$ cat src/rtl/tradeoff_isqrt_if.sv
// ============================================================================
// Module      : tradeoff_isqrt_if
// Description : Request/result bundle for the integer square-root engine.
// Revision    : 1.0 - initial release
// ============================================================================
`default_nettype none

interface tradeoff_isqrt_if #(
  parameter int N_BITS = 12
);
  logic                start;
  logic [1:0]          mode;
  logic [2*N_BITS:0]   W;
  logic                ready;
  logic                busy;
  logic                found;
  logic [N_BITS:0]     N;
  logic [N_BITS:0]     cycles;

  modport master (
    output start, mode, W,
    input  ready, busy, found, N, cycles
  );

  modport slave (
    input  start, mode, W,
    output ready, busy, found, N, cycles
  );
endinterface

`default_nettype wire

$ cat src/rtl/tradeoff_isqrt.sv
// ============================================================================
// Module      : tradeoff_isqrt
// Description : floor(sqrt(W)) by binary, linear or hybrid search, selected
//               per request, with a per-run latency counter.
// Revision    : 1.0 - initial release
// ============================================================================
`default_nettype none

module tradeoff_isqrt #(
  parameter int N_BITS   = 12,
  parameter int LIN_BITS = 4
) (
  input  wire                 clk,
  input  wire                 rst_n,
  tradeoff_isqrt_if.slave     bus
);

  localparam int KW = $clog2(N_BITS + 1);
  localparam logic [KW-1:0]     c_k_top  = KW'(N_BITS);
  localparam logic [KW-1:0]     c_lin_k  = KW'(LIN_BITS);
  localparam logic [KW-1:0]     c_k_one  = KW'(1);
  localparam logic [N_BITS:0]   c_one    = (N_BITS+1)'(1);

  typedef enum logic [1:0] {
    IDLE = 2'd0,
    BIN  = 2'd1,
    LIN  = 2'd2,
    DONE = 2'd3
  } state_t;

  state_t              r_state;
  logic [2*N_BITS:0]   r_w;
  logic [1:0]          r_mode;
  logic [N_BITS:0]     r_c;
  logic [KW-1:0]       r_k;
  logic [N_BITS:0]     r_cnt;
  logic [N_BITS:0]     r_n;
  logic [N_BITS:0]     r_cycles;
  logic                r_found;

  logic                w_hybrid;
  logic [KW-1:0]       w_stop;
  logic [N_BITS:0]     w_t;
  logic [N_BITS:0]     w_c1;
  logic [2*N_BITS+1:0] w_t_sq;
  logic [2*N_BITS+1:0] w_c1_sq;
  logic [2*N_BITS+1:0] w_w_ext;
  logic                w_t_fits;
  logic                w_c1_fits;
  logic [N_BITS:0]     w_cnt_inc;

  // Squares are formed at full double width so the compare never wraps.
  always_comb begin
    w_hybrid  = (r_mode == 2'd2);
    w_stop    = w_hybrid ? c_lin_k : '0;
    w_t       = r_c | (c_one << r_k);
    w_c1      = r_c + c_one;
    w_t_sq    = {{(N_BITS+1){1'b0}}, w_t}  * {{(N_BITS+1){1'b0}}, w_t};
    w_c1_sq   = {{(N_BITS+1){1'b0}}, w_c1} * {{(N_BITS+1){1'b0}}, w_c1};
    w_w_ext   = {1'b0, r_w};
    w_t_fits  = (w_t_sq <= w_w_ext);
    w_c1_fits = (w_c1_sq <= w_w_ext);
    w_cnt_inc = r_cnt + c_one;
  end

  always_ff @(posedge clk or negedge rst_n) begin
    if (!rst_n) begin
      r_state  <= IDLE;
      r_w      <= '0;
      r_mode   <= '0;
      r_c      <= '0;
      r_k      <= '0;
      r_cnt    <= '0;
      r_n      <= '0;
      r_cycles <= '0;
      r_found  <= 1'b0;
    end else begin
      case (r_state)
        IDLE, DONE: begin
          if (bus.start) begin
            r_w     <= bus.W;
            r_mode  <= bus.mode;
            r_c     <= '0;
            r_cnt   <= '0;
            r_k     <= c_k_top;
            r_found <= 1'b0;
            r_state <= (bus.mode == 2'd1) ? LIN : BIN;
          end
        end
        BIN: begin
          r_cnt <= w_cnt_inc;
          if (w_t_fits) r_c <= w_t;
          if (r_k == w_stop) begin
            if (w_hybrid) begin
              r_state <= LIN;
            end else begin
              r_state  <= DONE;
              r_found  <= 1'b1;
              r_n      <= w_t_fits ? w_t : r_c;
              r_cycles <= w_cnt_inc;
            end
          end else begin
            r_k <= r_k - c_k_one;
          end
        end
        LIN: begin
          r_cnt <= w_cnt_inc;
          if (w_c1_fits) begin
            r_c <= w_c1;
          end else begin
            // The failing check still costs an edge, hence the increment.
            r_state  <= DONE;
            r_found  <= 1'b1;
            r_n      <= r_c;
            r_cycles <= w_cnt_inc;
          end
        end
        default: r_state <= IDLE;
      endcase
    end
  end

  assign bus.ready  = (r_state == IDLE) || (r_state == DONE);
  assign bus.busy   = (r_state == BIN)  || (r_state == LIN);
  assign bus.found  = r_found;
  assign bus.N      = r_n;
  assign bus.cycles = r_cycles;

endmodule

`default_nettype wire

$ cat src/flat_wrapper.sv
// flat-port wrapper written by rule: the top's interface ports become plain ports
module tradeoff_isqrt_flat 
#(
  parameter int N_BITS   = 12,
  parameter int LIN_BITS = 4
)
  (clk, rst_n, bus_start, bus_mode, bus_W, bus_ready, bus_busy, bus_found, bus_N, bus_cycles);
  tradeoff_isqrt_if #(.N_BITS(N_BITS)) bus_i ();
  input  wire clk;
  input  wire rst_n;
  input wire logic [$bits(bus_i.start)-1:0] bus_start;
  input wire logic [$bits(bus_i.mode)-1:0] bus_mode;
  input wire logic [$bits(bus_i.W)-1:0] bus_W;
  output wire logic [$bits(bus_i.ready)-1:0] bus_ready;
  output wire logic [$bits(bus_i.busy)-1:0] bus_busy;
  output wire logic [$bits(bus_i.found)-1:0] bus_found;
  output wire logic [$bits(bus_i.N)-1:0] bus_N;
  output wire logic [$bits(bus_i.cycles)-1:0] bus_cycles;
  assign bus_i.start = bus_start;
  assign bus_i.mode = bus_mode;
  assign bus_i.W = bus_W;
  assign bus_ready = bus_i.ready;
  assign bus_busy = bus_i.busy;
  assign bus_found = bus_i.found;
  assign bus_N = bus_i.N;
  assign bus_cycles = bus_i.cycles;
  tradeoff_isqrt #(.N_BITS(N_BITS), .LIN_BITS(LIN_BITS)) u_core (.clk(clk), .rst_n(rst_n), .bus(bus_i));
endmodule
$ cat config.mk
export PLATFORM = sky130hd
export DESIGN_NAME = tradeoff_isqrt_flat
export DESIGN_NICKNAME = d
export VERILOG_FILES = /design/src/rtl/tradeoff_isqrt_if.sv /design/src/rtl/tradeoff_isqrt.sv /design/src/flat_wrapper.sv
export SDC_FILE = /design/constraint.sdc
export NUM_CORES = 1
export LEC_CHECK = 0
export ABC_AREA = 1
export BUFFER_PORTS_ARGS = -buffer_cell sky130_fd_sc_hd__clkbuf_2
export CORE_MARGIN = 1
export CORE_UTILIZATION = 50
export DETAILED_ROUTE_END_ITERATION = 10
export GPL_TIMING_DRIVEN = 0
export PLACE_DENSITY = 0.67
export SKIP_CTS_REPAIR_TIMING = 1
export SLEW_MARGIN = 10
export SYNTH_ARGS = -nofsm -noshare
export SYNTH_HDL_FRONTEND = slang
export SYNTH_SLANG_ARGS = --single-unit
$ cat constraint.sdc
create_clock -name clk -period 11.5 [get_ports clk]
set_clock_uncertainty 0.15 [all_clocks]
set_input_delay 0.575 -clock clk [delete_from_list [all_inputs] [get_ports clk]]
set_output_delay 0.575 -clock clk [all_outputs]
set_load 0.01 [all_outputs]
==> flow_summary_export.csv <==
group,metric,value,unit
yosys,synth-xor-area-share,4.170,%
power_and_ir_drop,p_switching,1.221,mW
power_and_ir_drop,power.density,139.2,mW/mm^2
yosys,synth-adder-area-share,41.55,%
place,port-buffer-count,58,
yosys,synth_compound_area_share,8.422,%
grt,antenna_found_initial,0,
place,hpwl,31420,um
die,dieArea,0.03088,mm^2
yosys,synth_sequential_area_ratio,14.26,%
yosys,yosysMostFrequentCell,"inv_1",
grt,grt_pass1_vias,12668,
clock_tree,clkSinkCount,86,
power_and_ir_drop,p_int,1.034,mW
clock_tree,clockBufferDepth,2,
cells_and_area,final_layout_size_suffix_gt1_share,7.731,%
timing,worst_pin_slew,1.020,ns
power_and_ir_drop,p_leak,9.561,nW
critical_path,worstSetupPathType,"reg -> reg",
yosys,syn_inst,1930,
critical_path,worst_ep_required_time,11.63,ns
timing,drv_slew,0,
drt,vias,12409,
timing,hold_viol,0,
power_and_ir_drop,peakVddDrop,0.1184,mV
die,fp.dieW,175.7,um
grt,grt_usage,25.47,%
timing,finalSetupTns,0,ns
critical_path,cp_common_cell,"nand2_1",
yosys,yosysWarnings,0,
flow_run,drv_cap,0,
critical_path,crit_path_start,"u_core.r_k[0]",
yosys,yosys.area_share.simple,18.08,%
timing,rsz0062_at_grt,"no",
drt,wl_met1,15920,um
outcome,status,"finished clean",
critical_path,r2r_slack,2.29,ns
clock_tree,cts_tree,"done",
yosys,netlist-cell-type-count,50,
critical_path,slowest_delay,0.71,ns
timing,slew_headroom,31.26,%
die,ios,59,
drt,drt_iter0_drc,784,
drt,drcViolationCount,0,
cells_and_area,syn_to_final_growth,7.369,%
clock_tree,cts-htree-levels,3,
critical_path,critical_path_arrival,9.35,ns
yosys,synth_top_cell_by_area,"fa_1",
drt,drt_pass1_iterations,6,
drt,antenna_left,0,
critical_path,worstSetupStartpointType,"flip-flop",
place,place_inst,2379,
die,core,0.02964,mm^2
yosys,syn-cell-area,0.01509,mm^2
yosys,synth.top_cells.by_count,"inv_1, nand2_1, ha_1",
critical_path,r2r_end,"u_core.bus.N[2]",
timing,period_share,80.10,%
die,placementRows,63,
cells_and_area,finish.utilization,54.68,%
clock_tree,cts_root_buf,"clkbuf_16",
timing,setup_violations,0,
grt,grt_max_degree,55,
yosys,synth_top_family_by_area,"adder cells",
power_and_ir_drop,pwr-share-clk,13.4,%
grt,grt_pass1_wl,62140,um
yosys,yosys-top-cells-area,"fa_1, ha_1, dfrtp_1",
drt,route.top_layer_used,"met4",
critical_path,cp_max_fo,10,
yosys,syn_nets,2346,
yosys,muxShareOfSynthArea,0.2984,%
critical_path,r2r_cells,36,
cells_and_area,n_antenna_cell,0,
cells_and_area,final_cells,2395,
worst_hold_path,hold_class,"in -> async",
drt,wire_per_inst,15.42,um
clock_tree,cts.clk_slew.worst_paths,0.08,ns
power_and_ir_drop,swShare,54.16,%
drt,wl_met2,18120,um
cells_and_area,nets,2416,
timing,period_needed,9.211,ns
power_and_ir_drop,p_comb_share,66.6,%
grt,grt_overflow,0,
die,dieHeight,175.7,um
cells_and_area,final_area,0.01621,mm^2
yosys,syn_avg_cell_area,7.820,um^2
power_and_ir_drop,seq_power_share,20.0,%
yosys,synth_edf_count,0,
yosys,ys_ff_latch,86,
critical_path,worstReg2RegStart,"u_core.r_k[0]",
drt,viasPerCell,5.181,
drt,dr_wl_met3,1811,um
yosys,netlist.area_leader.share,25.47,%
drt,wl,36930,um
clock_tree,clk_latency,0.36,ns
yosys,synthFlopType,"dfrtp_1",
place,placed_area,0.01590,mm^2
critical_path,cpMaxStageDelayCell,"o21ai_0",
yosys,synthArstFlopShare,100.0,%
critical_path,critPathCaptureType,"flip-flop",
place,gp_congestion,0.9477,
die,initial_core_util,50.92,%
timing,fmax,0.1086,GHz
clock_tree,cts_buffers,9,
==> worst max-delay path by stage <==
stage | to | slack [ns] | depth (start not counted)
2_1_floorplan | u_core.r_c[0] | 3.71 | 51
3_3_place_gp | u_core.r_c[6] | 2.36 | 38
3_5_place_dp | u_core.r_c[8] | 2.34 | 50
4_1_cts | u_core.r_c[4] | 2.29 | 50
5_1_grt | u_core.r_c[0] | 1.50 | 50
6_report | u_core.bus.N[2] | 2.29 | 36
==> per-stage QoR <==
stage                     power, mW  hold slack (ns)  setup WS, ns
after floorplan               1.508           0.1294         3.710
after global placement        1.918           0.3177         2.361
after detailed placement      1.953           0.3215         2.340
after CTS                     2.272          0.05034         2.295
after global routing          2.476          0.07938         1.500
final                         2.255          0.03851         2.289
==> critical path: cells and delay by family (launching register included) <==
| kind | cells | cell delay (ns) |
|---|---|---|
| AO/OA/AOI/OAI | 9 | 2.29 |
| flip-flops | 1 | 0.41 |
| AND/OR/NAND/NOR | 11 | 1.26 |
| adder cells (fa/ha/maj) | 8 | 3.39 |
| buffers and inverters | 7 | 1.39 |
| XOR/XNOR | 1 | 0.25 |
==> layer usage <==
metal / track usage, % / up-vias
li1: - / 6017
met1: 32.68 / 6018
met2: 44.02 / 302
met3: 3.463 / 72
met4: 8.514 / 0
met5: 0 / -
==> sequential cells by signal (all words and copies together), names as in the netlist, 2 cells and up <==
register / cells
u_core.r_w: 25
u_core.bus.N: 13
u_core.bus.cycles: 13
u_core.r_c: 13
u_core.r_cnt: 13
u_core.r_k: 4
u_core.r_mode: 2
u_core.r_state: 2
==> power by group through the flow <==
stage,Clock [mW],Sequential (mW),Combinational (mW)
6_report,0.302,0.451,1.50
4_1_cts,0.311,0.451,1.51
5_1_grt,0.322,0.461,1.69
3_3_place_gp,0,0.453,1.47
3_5_place_dp,0,0.456,1.50
2_1_floorplan,0,0.448,1.06
==> logic make-up after synthesis <==
| kind of cell | Yosys count |
|---|---|
| flops | 86 |
| compound gates | 212 |
| mux | 4 |
| other cells | 1 |
| fa+ha+maj | 386 |
| xor+xnor | 71 |
| simple gates | 652 |
| buf+inv | 518 |
==> layout by cell type (no fill, tap or decap), types with 8 or more instances in the layout <==
master       n
inv_1      467
nand2_1    359
ha_1       194
fa_1       192
nor2_1     167
a21oi_1     90
dfrtp_1     86
clkbuf_2    57
o21ai_0     45
xor2_1      45
nand3_1     44
clkbuf_1    29
o21ai_2     26
xnor2_1     25
nand2_2     21
nor3_1      20
nand4_1     19
a21o_1      15
clkbuf_16    9
nor4_1       8
o22ai_1      8
==> final cells by class <==
class / instances / area, um^2
repair buffers: 59 / 320.3
flip-flops and latches: 86 / 2152
clock buffers: 9 / 225.2
clock inverters: 7 / 78.83
multi-input cells: 1326 / 10950
well taps: 390 / 488.0
fillers: 2931 / 13430
plain buffers: 41 / 201.4
inverters: 477 / 1790
No activity file was read; power rests on OpenSTA's default activity.
